$ cat config.mk
export PLATFORM = sky130hd
export DESIGN_NAME = dmem_arbiter
export DESIGN_NICKNAME = d
export VERILOG_FILES = /design/src/rtl/dmem_arbiter.sv
export SDC_FILE = /design/constraint.sdc
export NUM_CORES = 1
export LEC_CHECK = 0
export CAP_MARGIN = 25
export CORE_MARGIN = 2
export CORE_UTILIZATION = 40
export CTS_CLUSTER_DIAMETER = 30
export CTS_CLUSTER_SIZE = 16
export DETAILED_ROUTE_END_ITERATION = 6
export HOLD_SLACK_MARGIN = 0.02
export PLACE_DENSITY = 0.79
export SLEW_MARGIN = 30
export SYNTH_ARGS = -nofsm -noshare
export SYNTH_HDL_FRONTEND = slang
export SYNTH_SLANG_ARGS = --single-unit
$ cat constraint.sdc
create_clock -name Clk -period 2.2 [get_ports Clk]
set_clock_uncertainty 0.1 [all_clocks]
set_input_delay 0.44 -clock Clk [delete_from_list [all_inputs] [get_ports Clk]]
set_output_delay 0.44 -clock Clk [all_outputs]
set_load 0.1 [all_outputs]
$ cat src/rtl/dmem_arbiter.sv
// dmem_arbiter
//
// Purpose:
//   Shares one single-port synchronous data RAM between two requesters. The
//   processor datapath uses port C and the host loader/debug path uses port H.
//   A 3-state FSM (IDLE -> ACC -> RESP) carries out one access at a time.
//   Each access takes one ACC cycle and one RESP cycle, so a new access can
//   start at most every 2 cycles.
//
// Handshake (both ports):
//   - The requester raises req and holds req, wr, addr and wdata stable until
//     the cycle in which gnt is high.
//   - gnt is a one-cycle pulse in the ACC cycle. The operands are captured
//     when the winner is selected, so the requester may change them from the
//     gnt cycle onward.
//   - For a read, rvalid is a one-cycle pulse in the following RESP cycle,
//     with rdata valid in that cycle. rdata then keeps that value until the
//     same port's next read.
//   - A write never produces rvalid.
//   - If req is still high (or raised again) in the gnt cycle, the port takes
//     part in the next selection.
//
// Arbitration:
//   - A single requester always wins.
//   - On a tie, the port that did not win last time wins (last_win resets to H,
//     so the CPU wins the first tie after reset).
//   - While h_lock is high and the host won last time, any host request wins.
//
// Optional feature (macro DMEM_ARB_STATS_EN):
//   When defined, c_wait_cnt counts the cycles in which c_req=1 and c_gnt=0.
//   The counter saturates at 16'hFFFF and is cleared only by Reset.
//   When undefined, c_wait_cnt is tied to 0.
//
// Ports:
//   Clk, Reset                    rising-edge clock, async active-high reset
//   c_req/c_wr/c_addr/c_wdata     CPU request and operands
//   c_gnt/c_rvalid/c_rdata        CPU grant pulse, read-valid pulse, read data
//   h_req/h_wr/h_addr/h_wdata     host request and operands
//   h_lock                        host burst lock
//   h_gnt/h_rvalid/h_rdata        host grant pulse, read-valid pulse, read data
//   mem_en/mem_wr/mem_addr/mem_wdata  RAM control (active only in ACC)
//   mem_rdata                     RAM read data, valid 1 cycle after mem_en
//   busy                          FSM not in IDLE
//   state_out                     FSM state: IDLE=0, ACC=1, RESP=2
//   c_wait_cnt                    CPU stall counter (optional)

module dmem_arbiter #(
    parameter int AW = 8,
    parameter int DW = 16
) (
    input  logic          Clk,
    input  logic          Reset,
    input  logic          c_req,
    input  logic          c_wr,
    input  logic [AW-1:0] c_addr,
    input  logic [DW-1:0] c_wdata,
    output logic          c_gnt,
    output logic          c_rvalid,
    output logic [DW-1:0] c_rdata,
    input  logic          h_req,
    input  logic          h_wr,
    input  logic [AW-1:0] h_addr,
    input  logic [DW-1:0] h_wdata,
    input  logic          h_lock,
    output logic          h_gnt,
    output logic          h_rvalid,
    output logic [DW-1:0] h_rdata,
    output logic          mem_en,
    output logic          mem_wr,
    output logic [AW-1:0] mem_addr,
    output logic [DW-1:0] mem_wdata,
    input  logic [DW-1:0] mem_rdata,
    output logic          busy,
    output logic [1:0]    state_out,
    output logic [15:0]   c_wait_cnt
);

    typedef enum logic [1:0] {
        IDLE = 2'd0,
        ACC  = 2'd1,
        RESP = 2'd2
    } state_t;

    // Port encoding used for lat_win / last_win: 0 = CPU, 1 = host.
    state_t          state, state_nxt;
    logic            last_win;
    logic            lat_win;
    logic            lat_wr;
    logic [AW-1:0]   lat_addr;
    logic [DW-1:0]   lat_wdata;
    logic [DW-1:0]   c_rdata_q;
    logic [DW-1:0]   h_rdata_q;

    logic            any_req;
    logic            sel_h;
    logic            load;
    logic            in_acc;
    logic            rd_resp;

    assign any_req = c_req | h_req;

    // The host wins in three cases:
    //   - it is the only requester;
    //   - the CPU won last time (round-robin);
    //   - h_lock is high. This only matters when last_win is H, because when
    //     last_win is C the host already wins by round-robin.
    assign sel_h = h_req & (~c_req | ~last_win | h_lock);

    always_comb begin
        state_nxt = state;
        load      = 1'b0;
        case (state)
            IDLE: begin
                if (any_req) begin
                    load      = 1'b1;
                    state_nxt = ACC;
                end
            end
            ACC: begin
                state_nxt = RESP;
            end
            RESP: begin
                if (any_req) begin
                    load      = 1'b1;
                    state_nxt = ACC;
                end else begin
                    state_nxt = IDLE;
                end
            end
            default: begin
                state_nxt = IDLE;
            end
        endcase
    end

    // The RAM outputs are decoded from the state. An asynchronous reset during
    // ACC therefore drops mem_en/mem_wr at once, before the RAM edge can
    // commit the write.
    assign in_acc    = (state == ACC);
    assign rd_resp   = (state == RESP) & ~lat_wr;

    assign mem_en    = in_acc;
    assign mem_wr    = in_acc & lat_wr;
    assign mem_addr  = in_acc ? lat_addr  : '0;
    assign mem_wdata = in_acc ? lat_wdata : '0;

    assign c_gnt     = in_acc & ~lat_win;
    assign h_gnt     = in_acc &  lat_win;
    assign c_rvalid  = rd_resp & ~lat_win;
    assign h_rvalid  = rd_resp &  lat_win;

    // During RESP the RAM output passes straight through. After that, the
    // captured copy keeps the value until the port's next read.
    assign c_rdata   = c_rvalid ? mem_rdata : c_rdata_q;
    assign h_rdata   = h_rvalid ? mem_rdata : h_rdata_q;

    assign busy      = (state != IDLE);
    assign state_out = state;

    always_ff @(posedge Clk or posedge Reset) begin
        if (Reset) begin
            state     <= IDLE;
            last_win  <= 1'b1;
            lat_win   <= 1'b0;
            lat_wr    <= 1'b0;
            lat_addr  <= '0;
            lat_wdata <= '0;
            c_rdata_q <= '0;
            h_rdata_q <= '0;
        end else begin
            state <= state_nxt;
            if (load) begin
                lat_win   <= sel_h;
                lat_wr    <= sel_h ? h_wr    : c_wr;
                lat_addr  <= sel_h ? h_addr  : c_addr;
                lat_wdata <= sel_h ? h_wdata : c_wdata;
            end
            if (in_acc) begin
                last_win <= lat_win;
            end
            if (c_rvalid) begin
                c_rdata_q <= mem_rdata;
            end
            if (h_rvalid) begin
                h_rdata_q <= mem_rdata;
            end
        end
    end

`ifdef DMEM_ARB_STATS_EN
    logic [15:0] wait_q;

    always_ff @(posedge Clk or posedge Reset) begin
        if (Reset) begin
            wait_q <= '0;
        end else if (c_req && !c_gnt && (wait_q != 16'hFFFF)) begin
            wait_q <= wait_q + 16'd1;
        end
    end

    assign c_wait_cnt = wait_q;
`else
    assign c_wait_cnt = '0;
`endif

endmodule

Word-level counts from Yosys, hierarchy flattened. Index checks and enable logic that the tools add are counted.

Reductions and logical operators: 3. Eq/ne operators: 3. Muxes and demuxes: 12. Bitwise logic cells: 14.

Operator list (number): two-way mux 16 bit (4); two-way mux 8 bit (2); bitwise AND 1 bit (7); one-hot mux 2 bit (3 select lines) (1); two-way mux 1 bit (4); inverter 1 bit (4); OR 1 bit (3); equality test 2 x 1 -> 1 bit, second input constant (1); equality test 2 bit, second input constant (1); zero test 2 bit (1); two-way mux 2 bit (1); inequality test 2 bit, second input constant (1); nonzero test 2 bit (1); OR reduction 2 bit (1).

Register bits after elaboration: 61. Logic and storage cells: 40. Bits of input ports: 71. Output and inout bits: 81.

Logic depth before layout (Yosys ltp). Gate-level depths: netlist of the first run.

Depth after elaboration: 5. Gate-level depth with buffers: 6. Depth with buffers taken out: 4.

Worst setup path before layout of the first run. No wires, ideal clock.

Kind: reg-to-output. Start: register state[0] (netlist: state_out[0]). End: output mem_wdata[10]. Arrival time: 3109 ps. Data required time: 1660 ps. Slack: -1449 ps. Stages on the path, launching flop included: 4. Cell sequence: dfrtp_1 > nor2b_1 > clkbuf_1 > and2_1.

Word-level cells in the longest chain between the ends: 2.

RTL lines: start, declared (line 85) `state_t state, state_nxt;`; start signal, assigned (line 171) `state <= state_nxt;`; equality test 2 x 1 -> 1 bit (line 139) `assign in_acc = (state == ACC);`; net mem_en (line 68) `output logic mem_en,`; two-way mux 16 bit (line 145) `assign mem_wdata = in_acc ? lat_wdata : '0;`; end, declared (line 71) `output logic [DW-1:0] mem_wdata,`.

The timed path passes the listed nets, and every way through them passes these cells.

Worst setup path after layout of the first run.
Start: register lat_win. End: output c_rdata[10].

Word-level cells in the longest chain between the ends: 3.

RTL lines: start, declared (line 87) `logic lat_win;`; start signal, assigned (line 173) `lat_win <= sel_h;`; inverter 1 bit (line 149) `assign c_rvalid = rd_resp & ~lat_win;`; bitwise AND 1 bit (line 149); two-way mux 16 bit; end, declared (line 59) `output logic [DW-1:0] c_rdata,`.

Every way passes these cells.

==> metrics.cfg, run 1 <==
[yosys]
synthCells=272
ys.flop_type=dfrtp_1
synthesis.area_um2=2934
yosys.area.top_type=dfrtp_1
synthArstFlopShare_pct=100.0
synth-edff-count=0
synth_compound_area_share_pct=6.951
ys_ff_latch=61
ys_seq_area_share_pct=52.07
avgSynthCellArea_um2=10.79
ys_types=22
synthTopCellsByArea=dfrtp_1, mux2_2, nand2_1, o211ai_1, and2_1
synth_warnings=0
synthXorXnorAreaFrac_pct=0
synth.area.mux_share_pct=12.67
synth_top_family_by_area=simple AND/OR/NAND/NOR gates
yosys.area_share.adder_pct=0
synth_most_common_cell=dfrtp_1
synthTopCellsByCount=dfrtp_1, nand2_1, mux2_2, and2_1
yosys.area.top_type_share_pct=51.17
yosys.area_share.simple_pct=20.09

[setup_path]
worst_path_largest_cell_delay_ns=0.42
crit_end=c_rdata[10]
reg2reg_from=lat_win$_DFFE_PP0P_
r2r_end=c_rdata_q[8]$_DFF_PP0_
rrSetupSlack_ns=0.48
worst_r2r_path_depth=5
critical_path_buf_inv_count=3
cp-end-kind=output pin
cp_max_fo=8
crit_chain=nor4b_4, buf_4, clkbuf_16, mux2_4, buf_12
critPathLaunchType=register
cp_slowest_cell=dfrtp_2
critPathArrivalTime_ns=1.89
critical_path_class=register to output pin
cp.depth=5
cp_data_required_time_ns=1.66
crit_start=lat_win$_DFFE_PP0P_
cpLargestDelayFamily=buffers and inverters

[clocking]
cts.sinks=61
clockBufferDepth=2
cts_hold_buffers=0
worstSkewPairLatency_ns=0.33
path_clk_slew_ns=0.07
cts_tree=done
root_buffer=clkbuf_8
htree_levels=3
numCtsBuffers=9

[finish]
seqCellArea_um2=1531
instances_no_fill=531
drive_above_1_share_pct=42.36
multi_input_comb_area_um2=1411
syn_to_final_growth_pct=88.91
fin_nets=499
fillers=426
diodes=0

[route]
wl_met3_um=720
maxUsedRoutingLayer=met4
num_vias=2622
postRouteAntennaNets=0
dr_wl_met2_um=4959
totalWireLength_um=9675
drt_pass1_iterations=5
wl_met1_um=3875
drc_errors=0
vias_per_cell=4.938
wl_per_cell_um=18.22
drtIter0Drc=97

[die]
dieArea_um2=8036
io_pins=152
core_um2=7176
die_h_um=89.65
dieWidth_um=89.65
rows=31
start_util_pct=40.89

[sta]
finalCriticalPeriod_ns=2.432
setup_viol=33
finalCritPeriodShare_pct=110.5
setup_slack_ns=-0.2318
fmax_ghz=0.4112
finalMaxSlewViolations=0
hold_viol=0
rsz0062_at_grt=yes

[placed_design]
dp_cells=500
dp_hpwl_um=6397
routabilityCongestion=0.7610
place.port_buffers=135

[global_route]
grt_max_degree=62
antenna_found_initial=0
grt_pass1_wl_um=14140
grt_pass1_vias=2597
track_usage_pct=23.82
grt.overflow.total=0

[outcome]
outcome=complete, but fails checks
failed_checks=negative setup slack

[power]
peakVddDrop_v=0.0006832
p_total_mw=8.877
power.density_nw_per_um2=1602
leakage_nw=2.441

[worst_hold_path]
hold_class=input port to asynchronous set/reset pin

[job]
cap_violations=0

repair_timing:
item,in CTS,in global routing
cloned,1,1
endpoints found under the hold margin,0,0
setup endpoints to repair,32,34
gates resized for setup,8,1
buffers inserted,6,8
pin swaps,1,2
power by group:
group / switching (mW) / internal (mW) / total, mW
Sequential: 0.202 / 1.54 / 1.74
Clock: 0.455 / 0.507 / 0.962
Combinational: 3.88 / 2.29 / 6.17
area by class of cell:
cell class / instances / area share [%]
flip-flops and latches: 61 / 27.63
well taps: 99 / 2.235
clock inverters: 6 / 0.9932
repair buffers: 167 / 41.31
inverters: 2 / 0.1354
multi-input cells: 187 / 25.46
clock buffers: 9 / 2.235
registers in the layout, indices dropped and copies added (netlist names):
| name | flops |
|---|---|
| state_out | 2 |
| last_win | 1 |
| lat_win | 1 |
| lat_wr | 1 |
| lat_addr | 8 |
| h_rdata_q | 16 |
| lat_wdata | 16 |
| c_rdata_q | 16 |
worst min path at each step:
| stage | slack, ns | to | depth (start not counted) | from |
|---|---|---|---|---|
| finish | 0.37 | h_rdata_q[14]$_DFF_PP0_ | 3 | Reset |
| global route | 0.42 | lat_wdata[5]$_DFFE_PP0P_ | 2 | lat_wdata[5]$_DFFE_PP0P_ |
| CTS | 0.39 | lat_addr[7]$_DFFE_PP0P_ | 3 | Reset |
| detailed placement | 0.38 | lat_addr[0]$_DFFE_PP0P_ | 2 | lat_addr[0]$_DFFE_PP0P_ |
| global placement | 0.37 | lat_addr[1]$_DFFE_PP0P_ | 2 | lat_addr[1]$_DFFE_PP0P_ |
| floorplan | 0.36 | lat_addr[0]$_DFFE_PP0P_ | 2 | lat_addr[0]$_DFFE_PP0P_ |
metrics by stage:
stage / setup TNS, ns / utilization [%] / worst slack (ns) / area, µm² / hold WS [ns]
final: -6.450 / 77.24 / -0.2318 / 5543 / 0.3745
after global routing: -8.073 / 77.24 / -0.2784 / 5543 / 0.4204
after CTS: -7.034 / 76.16 / -0.2660 / 5465 / 0.3900
after detailed placement: 0 / 72.21 / 0.08840 / 5181 / 0.3826
after global placement: 0 / 72.21 / 0.1387 / 5181 / 0.3740
after floorplan: -6.442 / - / -0.3080 / 3174 / 0.3583
worst reg2reg max path, stage by stage (launching register included):
cell and delay (ns):
dfrtp_2 0.42, nor4b_4 0.30, buf_4 0.17, clkbuf_16 0.16, mux2_4 0.33, buf_4 0.15
per-layer routing:
layer / up-vias / global-route usage, %
met4: 0 / 6.920
met2: 123 / 40.98
li1: 1222 / -
met1: 1263 / 28.79
met3: 14 / 7.313
met5: - / 0
cells by family (layout without fill, tap and decap cells):
logic type | after synthesis | in the layout
simple gates | 111 | 111
flops | 61 | 61
buf+inv | 39 | 184
mux | 33 | 33
compound gates | 27 | 27
other cells | 1 | 16
placed cells by master (no fill, tap or decap), drive strengths merged:
cell,Yosys,routed
clkdlybuf4s50,0,70
o21bai,1,1
dfrtp,60,60
o211ai,25,25
clkbuf,10,11
nand2,52,52
nor2b,3,3
inv,2,2
mux2,33,33
and4bb,1,1
o21ai,1,1
and2,27,27
nor4b,1,1
nand4,25,25
dfstp,1,1
buf,27,95
or2,1,1
nand3b,1,1
conb,1,16
clkinv,0,5
bufinv,0,1
Power figures use the tool's default switching activity.
==> run 2, diff against run 1 <==
- GPL_TIMING_DRIVEN: not set -> 0
==> run 2 against run 1 <==
  * The run still ends with negative setup slack left
  * Sequential share of layout area decreased by 0.058 points
  * Hold slack got worse by 0.027 ns
  * Critical path type unchanged
  * First-iteration DRC count increased by 31%
  * Critical endpoint is now c_rdata[14]
  * Clock power increased by 5%
  * Setup slack got worse by 0.064 ns
  * Largest power group unchanged
==> metrics.cfg, run 2 (synthesis gave the netlist of run 1 again) <==
[worst_hold_path]
hold_class=input port to register

[die]
core_um2=7176  ; unchanged
dieWidth_um=89.65  ; unchanged
io_pins=152  ; unchanged
dieArea_um2=8036  ; unchanged
rows=31  ; unchanged
start_util_pct=40.89  ; unchanged
die_h_um=89.65  ; unchanged

[clocking]
worstSkewPairLatency_ns=0.34  ; about the same
cts_tree=done
path_clk_slew_ns=0.08  ; about the same
root_buffer=clkbuf_8
numCtsBuffers=9  ; unchanged
cts_hold_buffers=0  ; unchanged
clockBufferDepth=2  ; unchanged
htree_levels=3  ; unchanged
cts.sinks=61  ; unchanged

[route]
wl_per_cell_um=17.71  ; -2.8%
totalWireLength_um=9954  ; +2.9%
vias_per_cell=4.872  ; -1.3%
drtIter0Drc=127  ; +31%
drc_errors=0  ; unchanged
drt_pass1_iterations=4  ; -1
postRouteAntennaNets=0  ; unchanged
num_vias=2738  ; +4.4%

[global_route]
track_usage_pct=22.90  ; -0.92 points
grt.overflow.total=0  ; unchanged
grt_pass1_wl_um=13810  ; -2.3%
grt_max_degree=34  ; -45%
grt_pass1_vias=2706  ; +4.2%
antenna_found_initial=0  ; unchanged

[sta]
setup_slack_ns=-0.2957  ; -0.06389 ns
setup_viol=33  ; unchanged
slew_headroom_pct=34.89
fmax_ghz=0.4007  ; -2.6%
worstMarginPinSlew_ns=0.9805
finalCriticalPeriod_ns=2.496  ; +0.06389 ns
hold_viol=0  ; unchanged
rsz0062_at_grt=yes
finalCritPeriodShare_pct=113.4  ; +2.9 points
finalMaxSlewViolations=0  ; unchanged

[finish]
drive_above_1_share_pct=44.92  ; +2.6 points
fin_nets=529  ; +6.0%
most-common-layout-cells=clkdlybuf4s50_1, dfrtp_1, nand2_1
instances_no_fill=562  ; +5.8%
mostFrequentLayoutCell=clkdlybuf4s50_1
diodes=0  ; unchanged
syn_to_final_growth_pct=89.47
fin_area_um2=5559  ; +0.29%
largestRegisters=c_rdata_q: 16 flops, h_rdata_q: 16 flops, lat_wdata: 16 flops

[outcome]
failed_checks=negative setup slack
outcome=complete, but fails checks

[placed_design]
dp_hpwl_um=6112  ; -4.4%
dp_cells=521  ; +4.2%
place_area_um2=4662  ; -10%
routabilityCongestion=0.7996  ; +5.1%
place.port_buffers=134  ; -0.74%

[setup_path]
critical_path_class=register to output pin
critPathArrivalTime_ns=1.96  ; +0.07 ns
critPathLaunchType=register
cp_max_fo=5  ; -3
cp-end-kind=output pin
cp_data_required_time_ns=1.66  ; about the same

[power]
leakage_nw=2.509  ; +2.8%
peakVddDrop_v=0.0006972  ; +2.1%
p_total_mw=8.896  ; +0.21%
power.density_nw_per_um2=1600  ; about the same

[job]
cap_violations=0  ; unchanged

## run 2: per-layer routing
| metal | up-vias | wire length (µm) | global-route usage (%) | share of wire, % |
|---|---|---|---|---|
| li1 | 1288 | - | - | - |
| met1 | 1316 | 3878 | 27.61 | 39 |
| met2 | 122 | 5177 | 39.51 | 52 |
| met3 | 12 | 782 | 6.307 | 7.9 |
| met4 | 0 | 116 | 7.734 | 1.2 |
| met5 | - | 0 | 0 | 0 |
## run 2: timing repair
| item | CTS | global route |
|---|---|---|
| endpoints found under the setup margin | 65 | 58 |
| resized for setup | 519 | 20 |
| hold endpoints to repair | 0 | 0 |
| pin swaps | 1 | 2 |
| cloned | 0 | 2 |
| setup buffers | 10 | 14 |
## run 2: critical path: stages (launching register included)
cell,delay (ns)
dfrtp_2,0.45
nor4b_4,0.32
buf_4,0.20
clkbuf_16,0.15
mux2_4,0.32
buf_12,0.17
## run 2: path summary, 6_finish.rpt
| check | endpoint | depth (start not counted) | from | slack [ns] |
|---|---|---|---|---|
| max | c_rdata[14] | 5 | lat_wr$_DFFE_PP0P_ | -0.30 |
| min | lat_win$_DFFE_PP0P_ | 3 | h_req | 0.35 |
| max reg2reg | lat_addr[4]$_DFFE_PP0P_ | 7 | state_out[0]$_DFFE_PP0P_ | 0.19 |
| min reg2reg | lat_addr[0]$_DFFE_PP0P_ | 2 | lat_addr[0]$_DFFE_PP0P_ | 0.39 |
| max in group asynchronous | state_out[1]$_DFFE_PP0P_ | 3 | Reset | 1.13 |
| min in group asynchronous | lat_wr$_DFFE_PP0P_ | 2 | Reset | 0.37 |
## run 2: final cells by class
type,instances,area [µm²]
plain buffers,37,274.0
clock inverters,7,75.07
well taps,99,123.9
repair buffers,160,2008
multi-input cells,187,1411
flip-flops and latches,61,1533
clock buffers,9,123.9
inverters,2,10.01
fillers,429,1617
## run 2: metrics by stage
| stage | setup slack (ns) | setup TNS, ns | hold slack (ns) | utilization [%] |
|---|---|---|---|---|
| global route | -0.3358 | -9.740 | 0.3907 | 77.47 |
| finish | -0.2957 | -7.662 | 0.3475 | 77.47 |
| global placement | -1.056 | -95.50 | 0.3726 | 64.66 |
| CTS | -0.2671 | -7.025 | 0.3332 | 74.47 |
| detailed placement | -1.048 | -45.14 | 0.3779 | 64.97 |
| floorplan | -0.3080 | -6.442 | 0.3583 | - |
## run 2: where the power goes
group	leakage, nW	internal, mW	total (mW)	switching (mW)
Combinational	1.68	2.26	6.16	3.89
Sequential	0.734	1.54	1.73	0.189
Clock	0.0918	0.526	1.01	0.483
==> run 3, diff against run 2 <==
- SETUP_SLACK_MARGIN: not set -> 0.3
==> run 3 against run 2 <==
  * Clock power rose by 14%
  * Power rose by 5.0%
  * Routed wire length rose by 13%
  * Critical endpoint is now c_rdata[13]
  * Critical path depth did not move
  * Largest cell class unchanged
  * Register-to-register slack improved by 0.17 ns
  * The flow still finishes with violations (negative setup slack)
==> metrics.cfg, run 3 (synthesis gave the netlist of run 1 again) <==
[sta]
hold_viol=0  ; unchanged
rsz0062_at_grt=yes
finalMaxSlewViolations=0  ; unchanged
finalCritPeriodShare_pct=112.8  ; -0.67 points
setup_viol=33  ; unchanged
finalCriticalPeriod_ns=2.481  ; -0.01477 ns
fmax_ghz=0.4031  ; +0.60%
setup_slack_ns=-0.2810  ; +0.01477 ns

[finish]
drive_above_1_share_pct=45.86  ; +0.94 points
fin_util_pct=82.23  ; +4.8 points
fin_nets=537  ; +1.5%
multi_input_comb_area_um2=1420  ; +0.62%
fillers=375  ; -13%
instances_no_fill=570  ; +1.4%
largestRegisters=c_rdata_q: 16 flops, h_rdata_q: 16 flops, lat_wdata: 16 flops
syn_to_final_growth_pct=101.1
mostFrequentLayoutCell=clkdlybuf4s50_1
diodes=0  ; unchanged
most-common-layout-cells=clkdlybuf4s50_1, buf_12, dfrtp_1
seqCellArea_um2=1531  ; about the same
fin_area_um2=5901  ; +6.1%

[clocking]
cts_hold_buffers=0  ; unchanged
cts.sinks=61  ; unchanged
clockBufferDepth=2  ; unchanged
worstSkewPairLatency_ns=0.34  ; about the same
path_clk_slew_ns=0.07  ; about the same
root_buffer=clkbuf_8
htree_levels=3  ; unchanged
cts_tree=done
numCtsBuffers=9  ; unchanged

[die]
start_util_pct=40.89  ; unchanged
die_h_um=89.65  ; unchanged
core_um2=7176  ; unchanged
dieWidth_um=89.65  ; unchanged
rows=31  ; unchanged
dieArea_um2=8036  ; unchanged
io_pins=152  ; unchanged

[placed_design]
place.port_buffers=134  ; unchanged
dp_hpwl_um=6089  ; -0.38%
place_area_um2=4692  ; +0.64%
dp_cells=522  ; +0.19%
pre_cts_slack_ns=-0.9926  ; +0.05545 ns
routabilityCongestion=0.8325  ; +4.1%

[setup_path]
critical_path_class=register to output pin
critPathLaunchType=register
r2r_end=h_rdata_q[13]$_DFF_PP0_
crit_start=state_out[0]$_DFFE_PP0P_
cp_data_required_time_ns=1.66  ; about the same
critPathArrivalTime_ns=1.94  ; -0.02 ns
cpLargestDelayFamily=buffers and inverters
cp-end-kind=output pin
critical_path_buf_inv_count=3  ; unchanged
worst_path_largest_cell_delay_ns=0.46  ; about the same
cp_max_fo=6  ; +1
rrSetupSlack_ns=0.36  ; +0.17 ns
reg2reg_from=state_out[0]$_DFFE_PP0P_
worst_r2r_path_depth=6  ; -1
cp_slowest_cell=dfrtp_2
crit_chain=nor4b_4, buf_6, clkbuf_16, mux2_4, buf_12

[outcome]
outcome=complete, but fails checks
failed_checks=negative setup slack

[global_route]
track_usage_pct=24.94  ; +2.0 points
antenna_found_initial=0  ; unchanged
grt.overflow.total=0  ; unchanged
grt_pass1_wl_um=14750  ; +6.9%
grt_max_degree=32  ; -5.9%
grt_pass1_vias=2782  ; +2.8%

[route]
num_vias=2876  ; +5.0%
drt_pass1_iterations=4  ; unchanged
postRouteAntennaNets=0  ; unchanged
drc_errors=0  ; unchanged
totalWireLength_um=11230  ; +13%
vias_per_cell=5.046  ; +3.6%
wl_per_cell_um=19.71  ; +11%
drtIter0Drc=150  ; +18%

[job]
cap_violations=0  ; unchanged

[power]
leakage_nw=2.647  ; +5.5%
power.density_nw_per_um2=1583  ; -1.1%
peakVddDrop_v=0.0007443  ; +6.8%

[worst_hold_path]
hold_class=input port to asynchronous set/reset pin

## run 3: worst max-delay path by stage
stage	slack, ns	cells after the start	endpoint
CTS	-0.24	5	h_rdata[5]
global route	-0.32	5	c_rdata[13]
floorplan	-0.31	3	c_rdata[10]
detailed placement	-0.99	4	c_rdata[7]
finish	-0.28	5	c_rdata[13]
global placement	-1.01	4	c_rdata[13]
## run 3: final cells by class
| class | instances | share of cell area [%] |
|---|---|---|
| Multi-Input combinational cell | 187 | 24.07 |
| Tap cell | 99 | 2.099 |
| Timing Repair Buffer | 168 | 38.91 |
| Buffer | 37 | 4.962 |
| Inverter | 2 | 0.1908 |
| Sequential cell | 61 | 25.95 |
| Clock inverter | 4 | 1.187 |
| Clock buffer | 12 | 2.629 |
## run 3: power by group
| group | switching [mW] | leakage [nW] | internal, mW |
|---|---|---|---|
| registers | 0.222 | 0.735 | 1.54 |
| clock network | 0.456 | 0.116 | 0.697 |
| logic | 3.97 | 1.80 | 2.45 |
| total | 4.65 | 2.65 | 4.69 |
## run 3: through the flow
step                hold WS (ns)  power (mW)  setup TNS, ns
floorplan                 0.3668       5.602         -6.549
detailed placement        0.3790       6.628         -43.95
CTS                       0.2485       9.003         -7.194
global placement          0.3688       6.547         -43.37
global route              0.3052       9.595         -9.631
finish                    0.3054       9.341         -7.788
## run 3: timing repair
| item | CTS | global route |
|---|---|---|
| pin swaps | 3 | 2 |
| resized for setup | 590 | 10 |
| gates cloned | 1 | 1 |
| setup buffers | 15 | 15 |
| endpoints found under the setup margin | 72 | 75 |
## run 3: layer usage
| layer | part of all wire [%] | wire length (µm) | GRT usage, % | vias to the layer above |
|---|---|---|---|---|
| li1 | - | - | - | 1299 |
| met1 | 39 | 4433 | 30.45 | 1423 |
| met2 | 51 | 5776 | 43.05 | 135 |
| met3 | 7.3 | 823 | 5.027 | 19 |
| met4 | 1.8 | 200 | 10.18 | 0 |
| met5 | 0 | 0 | 0 | - |
